==> src/rtl/memory_stage.sv <==
// MEM stage of the RV32 pipeline: data-memory handshake with timeout, load/store formatting, MEM/WB register.
// Optional byte access is enabled by defining MEM_BYTE_ACCESS_EN.
module memory_stage #(
    parameter int unsigned TIMEOUT = 15
) (
    input  logic        clk,
    input  logic        rst,
    input  logic [31:0] ALUResultM,
    input  logic [31:0] WriteDataM,
    input  logic [31:0] PCPlus4M,
    input  logic [4:0]  RdM,
    input  logic        RegWriteM,
    input  logic        MemWriteM,
    input  logic        ByteAddressM,
    input  logic [1:0]  ResultSrcM,
    output logic        dmem_req,
    output logic        dmem_we,
    output logic [31:0] dmem_addr,
    output logic [31:0] dmem_wdata,
    output logic [3:0]  dmem_be,
    input  logic        dmem_ready,
    input  logic [31:0] dmem_rdata,
    output logic [31:0] ALUResultW,
    output logic [31:0] ReadDataW,
    output logic [31:0] PCPlus4W,
    output logic [4:0]  RdW,
    output logic        RegWriteW,
    output logic [1:0]  ResultSrcW,
    output logic        MemErrW,
    output logic        StallMH,
    output logic [4:0]  RdMH,
    output logic        RegWriteMH
);

    typedef enum logic {
        S_IDLE = 1'b0,
        S_WAIT = 1'b1
    } state_t;

    localparam logic [7:0] TMO = 8'(TIMEOUT);

    state_t      r_state;
    logic [7:0]  r_cnt;
    logic        w_is_load;
    logic        w_access;
    logic        w_tmo_hit;
    logic        w_tmo_done;
    logic [31:0] w_load_data;

    assign dmem_addr  = {ALUResultM[31:2], 2'b00};
    assign dmem_we    = MemWriteM;
    assign RdMH       = RdM;
    assign RegWriteMH = RegWriteM;

    // Request/stall generation; a load that also writes is handled as a store
    always_comb begin
        w_is_load = (ResultSrcM == 2'b01) && !MemWriteM;
        w_access  = MemWriteM || (ResultSrcM == 2'b01);
        w_tmo_hit = (r_state == S_WAIT) && (r_cnt == TMO);
        if (!rst) begin
            dmem_req = 1'b0;
        end else if (r_state == S_WAIT) begin
            dmem_req = 1'b1;
        end else begin
            dmem_req = w_access;
        end
        w_tmo_done = w_tmo_hit && !dmem_ready;
        StallMH    = dmem_req && !dmem_ready && !w_tmo_hit;
    end

`ifdef MEM_BYTE_ACCESS_EN
    // Byte lane steering for stores and byte extraction for loads
    always_comb begin
        dmem_be     = 4'b1111;
        dmem_wdata  = WriteDataM;
        w_load_data = dmem_rdata;
        if (ByteAddressM) begin
            dmem_wdata = {4{WriteDataM[7:0]}};
            case (ALUResultM[1:0])
                2'b00: begin dmem_be = 4'b0001; w_load_data = {24'h000000, dmem_rdata[7:0]};   end
                2'b01: begin dmem_be = 4'b0010; w_load_data = {24'h000000, dmem_rdata[15:8]};  end
                2'b10: begin dmem_be = 4'b0100; w_load_data = {24'h000000, dmem_rdata[23:16]}; end
                2'b11: begin dmem_be = 4'b1000; w_load_data = {24'h000000, dmem_rdata[31:24]}; end
                default: begin dmem_be = 4'b0000; w_load_data = 32'h00000000; end
            endcase
        end else begin
            dmem_be     = 4'b1111;
            dmem_wdata  = WriteDataM;
            w_load_data = dmem_rdata;
        end
    end
`else
    logic w_unused_byte;
    assign w_unused_byte = ByteAddressM;
    assign dmem_be       = 4'b1111;
    assign dmem_wdata    = WriteDataM;
    assign w_load_data   = dmem_rdata;
`endif

    // Access FSM with wait counter; ready wins over timeout in the same cycle
    always_ff @(posedge clk or negedge rst) begin
        if (!rst) begin
            r_state <= S_IDLE;
            r_cnt   <= 8'd0;
        end else begin
            case (r_state)
                S_IDLE: begin
                    if (w_access && !dmem_ready) begin
                        r_state <= S_WAIT;
                        r_cnt   <= 8'd1;
                    end else begin
                        r_state <= S_IDLE;
                        r_cnt   <= 8'd0;
                    end
                end
                S_WAIT: begin
                    if (dmem_ready || w_tmo_hit) begin
                        r_state <= S_IDLE;
                        r_cnt   <= 8'd0;
                    end else begin
                        r_state <= S_WAIT;
                        r_cnt   <= r_cnt + 8'd1;
                    end
                end
                default: begin
                    r_state <= S_IDLE;
                    r_cnt   <= 8'd0;
                end
            endcase
        end
    end

    // MEM/WB register: stalled edges insert a bubble and hold the data fields
    always_ff @(posedge clk or negedge rst) begin
        if (!rst) begin
            ALUResultW <= 32'h00000000;
            ReadDataW  <= 32'h00000000;
            PCPlus4W   <= 32'h00000000;
            RdW        <= 5'd0;
            RegWriteW  <= 1'b0;
            ResultSrcW <= 2'b00;
            MemErrW    <= 1'b0;
        end else if (StallMH) begin
            RegWriteW <= 1'b0;
            MemErrW   <= 1'b0;
        end else begin
            ALUResultW <= ALUResultM;
            ReadDataW  <= (w_is_load && !w_tmo_done) ? w_load_data : 32'h00000000;
            PCPlus4W   <= PCPlus4M;
            RdW        <= RdM;
            RegWriteW  <= RegWriteM;
            ResultSrcW <= ResultSrcM;
            MemErrW    <= w_tmo_done;
        end
    end

endmodule

==> config.mk <==
export PLATFORM = sky130hd
export DESIGN_NAME = memory_stage
export DESIGN_NICKNAME = d
export VERILOG_FILES = /design/src/rtl/memory_stage.sv
export SDC_FILE = /design/constraint.sdc
export NUM_CORES = 1
export LEC_CHECK = 0
export ABC_AREA = 1
export CAP_MARGIN = 20
export CORE_AREA = 2 2 124 126
export CTS_BUF_LIST = sky130_fd_sc_hd__clkbuf_16
export CTS_CLUSTER_SIZE = 10
export DETAILED_ROUTE_END_ITERATION = 8
export DIE_AREA = 0 0 126 128
export PLACE_DENSITY_LB_ADDON = 0.15
export SETUP_SLACK_MARGIN = 0.2
export SLEW_MARGIN = 10
export SYNTH_ARGS = -nofsm -noshare
export SYNTH_HDL_FRONTEND = slang
export SYNTH_SLANG_ARGS = --single-unit
==> constraint.sdc <==
create_clock -name clk -period 2 [get_ports clk]
set_input_delay 0.4 -clock clk [delete_from_list [all_inputs] [get_ports clk]]
set_output_delay 0.4 -clock clk [all_outputs]
set_load 0.01 [all_outputs]
==> results.sh, run 1 <==
export IMPL_wl_mm=15.6
export IMPL_register_area_um2=2850
export IMPL_drive_above_1_share_pct=8.34
export IMPL_core_area_um2=14900
export IMPL_synth_xor_area_share_pct=0.516
export IMPL_portBuffers=251
export IMPL_chipHeight_um=128
export IMPL_start_util_pct=34.2
export IMPL_io_pins=323
export IMPL_ys_ff_latch=114
export IMPL_cp_cell_sequence="ha_2 -> nand2_2 -> nor2_4 -> nand3_2 -> inv_2 -> nor2_4 -> buf_6"
export IMPL_p_int_mw=5.41
export IMPL_crit_type="register to output port"
export IMPL_crit_slowest_cell="dfrtp_1"
export IMPL_antenna_found_initial=0
export IMPL_synth_largest_area_cell="dfrtp_1"
export IMPL_syn_inst=581
export IMPL_overflow=0
export IMPL_synth_adder_area_share_pct=0.246
export IMPL_synth_seq_area_share_pct=56.1
export IMPL_yosysWarningCount=0
export IMPL_min_path_type="input pin to async pin"
export IMPL_vdd_drop_max_mv=0.522
export IMPL_dr_pass1_iters=6
export IMPL_cp_end_kind="output port"
export IMPL_syn_area_um2=5090
export IMPL_cts_root_buf="clkbuf_16"
export IMPL_run_status="complete, no violations"
export IMPL_clock_power_share_pct=47.3
export IMPL_p_switching_mw=1.62
export IMPL_drv_slew=0
export IMPL_rsz0062_at_grt="yes"
export IMPL_synth_compound_area_share_pct=3.44
export IMPL_clk_path_buf_depth=2
export IMPL_required_ps=1600
export IMPL_detail_route_wl_per_cell_um=16.0
export IMPL_dp_hpwl_mm=10.0
export IMPL_worstPathArrival_ps=1480
export IMPL_yosys_area_share_simple_pct=24.4
export IMPL_rows=45
export IMPL_syn_to_final_growth_pct=61.3
export IMPL_critPathLaunchType="register"
export IMPL_synth_top_family_by_area="simple AND/OR/NAND/NOR gates"
export IMPL_fin_util_pct=55.2
export IMPL_tightest_slew_ps=630
export IMPL_cts_buffers=17
export IMPL_switching_share_pct=23.0
export IMPL_fin_skew_ps=6.33
export IMPL_gp_congestion=0.780
export IMPL_syn_avg_cell_area_um2=8.76
export IMPL_ys_types=26
export IMPL_cts_tree="built"
export IMPL_power_frac_comb_pct=16.3
export IMPL_p_seq_share_pct=36.4
export IMPL_groute_usage_overall_pct=17.7
export IMPL_vias_per_cell=4.57
export IMPL_drv_cap=0
export IMPL_final_nets=920
export IMPL_die_area_um2=16100
export IMPL_crit_fanout=2
export IMPL_grt_max_degree=115
export IMPL_total_power_mw=7.04
export IMPL_grt_pass1_wl_mm=22.4
export IMPL_cts_max_level=4
export IMPL_p_per_area_nw_per_um2=858
export IMPL_fin_crit_sh_pct=94.1
export IMPL_ant_nets=0
export IMPL_vias=4470
export IMPL_crit_buf_inv=2
export IMPL_dr_first_iter_drc_count=209
export IMPL_cts_sinks=114
export IMPL_clkTransAtPathRegs_ps=50
export IMPL_crit_top_cell="nor2_4"
export IMPL_max_slew_margin_pct=58.0
export IMPL_postCtsHoldBufs=0
export IMPL_max_freq_ghz=0.531
export IMPL_antenna_cells=0
export IMPL_multi_input_area_um2=1500
export IMPL_setup_viol_count_final=0
export IMPL_slowest_delay_ps=370
export IMPL_synthTopCellsByArea="dfrtp_1 (56%), nand2_1 (19%), buf_4 (12%)"
export IMPL_path_delay_family="flip-flops"
export IMPL_p_leak_nw=3.86
export IMPL_final_cell_mix="nand2_1 (251), clkdlybuf4s50_1 (210), dfrtp_1 (114), dlygate4sd2_1 (38), nand3_1 (37)"
export IMPL_drc=0
export IMPL_final_common_cell="nand2_1"
export IMPL_synth_area_mux_share_pct=0
export IMPL_grt_pass1_vias=4415
export IMPL_synth_top_area_share_pct=56.1
export IMPL_min_period_ps=1880
export IMPL_hold_violations=0
export IMPL_die_x_um=126
export IMPL_clock_latency_ps=410
export IMPL_fillers=1356
flip-flops by register name, indices dropped and copies added, names as in the netlist:
register	cells
ResultSrcW	2
MemErrW	1
r_cnt	8
RegWriteW	1
ReadDataW	32
ALUResultW	32
r_state	1
RdW	5
PCPlus4W	32
worst paths after layout:
path                               from       endpoint  slack, ps  cells after the start
max in group asynchronous           rst  ReadDataW[25]       1420                      2
max                            r_cnt[0]        StallMH        120                      7
min in group clk           PCPlus4W[26]   PCPlus4W[26]        470                      2
min                                 rst       r_cnt[2]         90                      2
min reg2reg                PCPlus4W[26]   PCPlus4W[26]        470                      2
max reg2reg                    r_cnt[1]         RdW[3]        140                     12
cell usage after synthesis:
cell / number
nor3_1: 1
nor2_2: 1
buf_2: 12
ha_1: 1
conb_1: 2
buf_4: 83
nand3_1: 38
clkbuf_1: 6
nor3b_1: 2
inv_1: 11
nand2_1: 253
inv_2: 1
nor2_4: 1
o21ai_0: 14
xor2_1: 2
buf_6: 1
inv_4: 1
and3_1: 1
buf_1: 1
nand4_1: 1
o21ai_1: 20
nand3_2: 1
a21oi_1: 1
dfrtp_1: 114
nor2_1: 11
xnor2_1: 1
layout make-up:
| cell class | instances | area share [%] |
|---|---|---|
| Timing Repair Buffer | 277 | 35.5 |
| Clock buffer | 17 | 5.19 |
| Sequential cell | 114 | 34.8 |
| Tap cell | 188 | 2.87 |
| Clock inverter | 15 | 2.70 |
| Inverter | 13 | 0.686 |
| Multi-Input combinational cell | 355 | 18.3 |
what timing repair did:
item / 4_1_cts / 5_1_grt
endpoints found under the setup margin: 137 / 96
setup buffers: 0 / 2
gates cloned: 0 / 8
pin swaps: 0 / 1
resized for setup: 54 / 18
per-stage QoR:
step                area (µm²)  std cells  hold WS (ps)  setup TNS (ps)  setup WS (ps)
floorplan                 5100        585           104               0            284
global placement          7320        937           461          -21480           -361
CTS                       7940        969           134               0            107
global route              8200        979           170               0           15.7
detailed placement        7320        937           464          -24960           -371
finish                    8200        979          91.0               0            117
worst register-to-register path: cells and delay by family, from the launching register on:
kind	cells	cell delay [ps]
DFF	1	390
adders and majority gates	1	210
and+or+nand+nor	6	430
buffers and inverters	5	730
per-layer routing:
| metal | vias to the layer above | global-route usage [%] | share of wire [%] |
|---|---|---|---|
| met3 | 23 | 7.93 | 10 |
| met2 | 239 | 29.5 | 49 |
| met4 | 0 | 7.18 | 1.6 |
| li1 | 2122 | - | - |
| met1 | 2086 | 19.8 | 40 |
| met5 | - | 0 | 0 |
power groups by stage:
stage,combinational [mW],sequential (mW),clock (mW)
after floorplan,0.395,2.67,0
after global placement,1.08,2.59,0
after detailed placement,1.10,2.60,0
after CTS,1.08,2.56,3.41
after global routing,1.24,2.58,3.53
final,1.14,2.56,3.33
kinds of logic after synthesis:
group / after synthesis
xor+xnor: 3
buf+inv: 116
simple gates: 310
fa+ha+maj: 1
other cells: 2
flops: 114
compound gates: 35
Power figures use the tool's default switching activity.
==> run 2, diff against run 1 <==
--- a/config.mk
+++ b/config.mk
@@ -6,15 +6,15 @@
 export NUM_CORES = 1
 export LEC_CHECK = 0
 export ABC_AREA = 1
-export CAP_MARGIN = 20
 export CORE_AREA = 2 2 124 126
 export CTS_BUF_LIST = sky130_fd_sc_hd__clkbuf_16
 export CTS_CLUSTER_SIZE = 10
 export DETAILED_ROUTE_END_ITERATION = 8
 export DIE_AREA = 0 0 126 128
+export GPL_ROUTABILITY_DRIVEN = 0
 export PLACE_DENSITY_LB_ADDON = 0.15
 export SETUP_SLACK_MARGIN = 0.2
-export SLEW_MARGIN = 10
+export SLEW_MARGIN = 20
 export SYNTH_ARGS = -nofsm -noshare
 export SYNTH_HDL_FRONTEND = slang
 export SYNTH_SLANG_ARGS = --single-unit
==> results of run 2 <==
Final layout, timing and power as in run 1 (identical DEF).
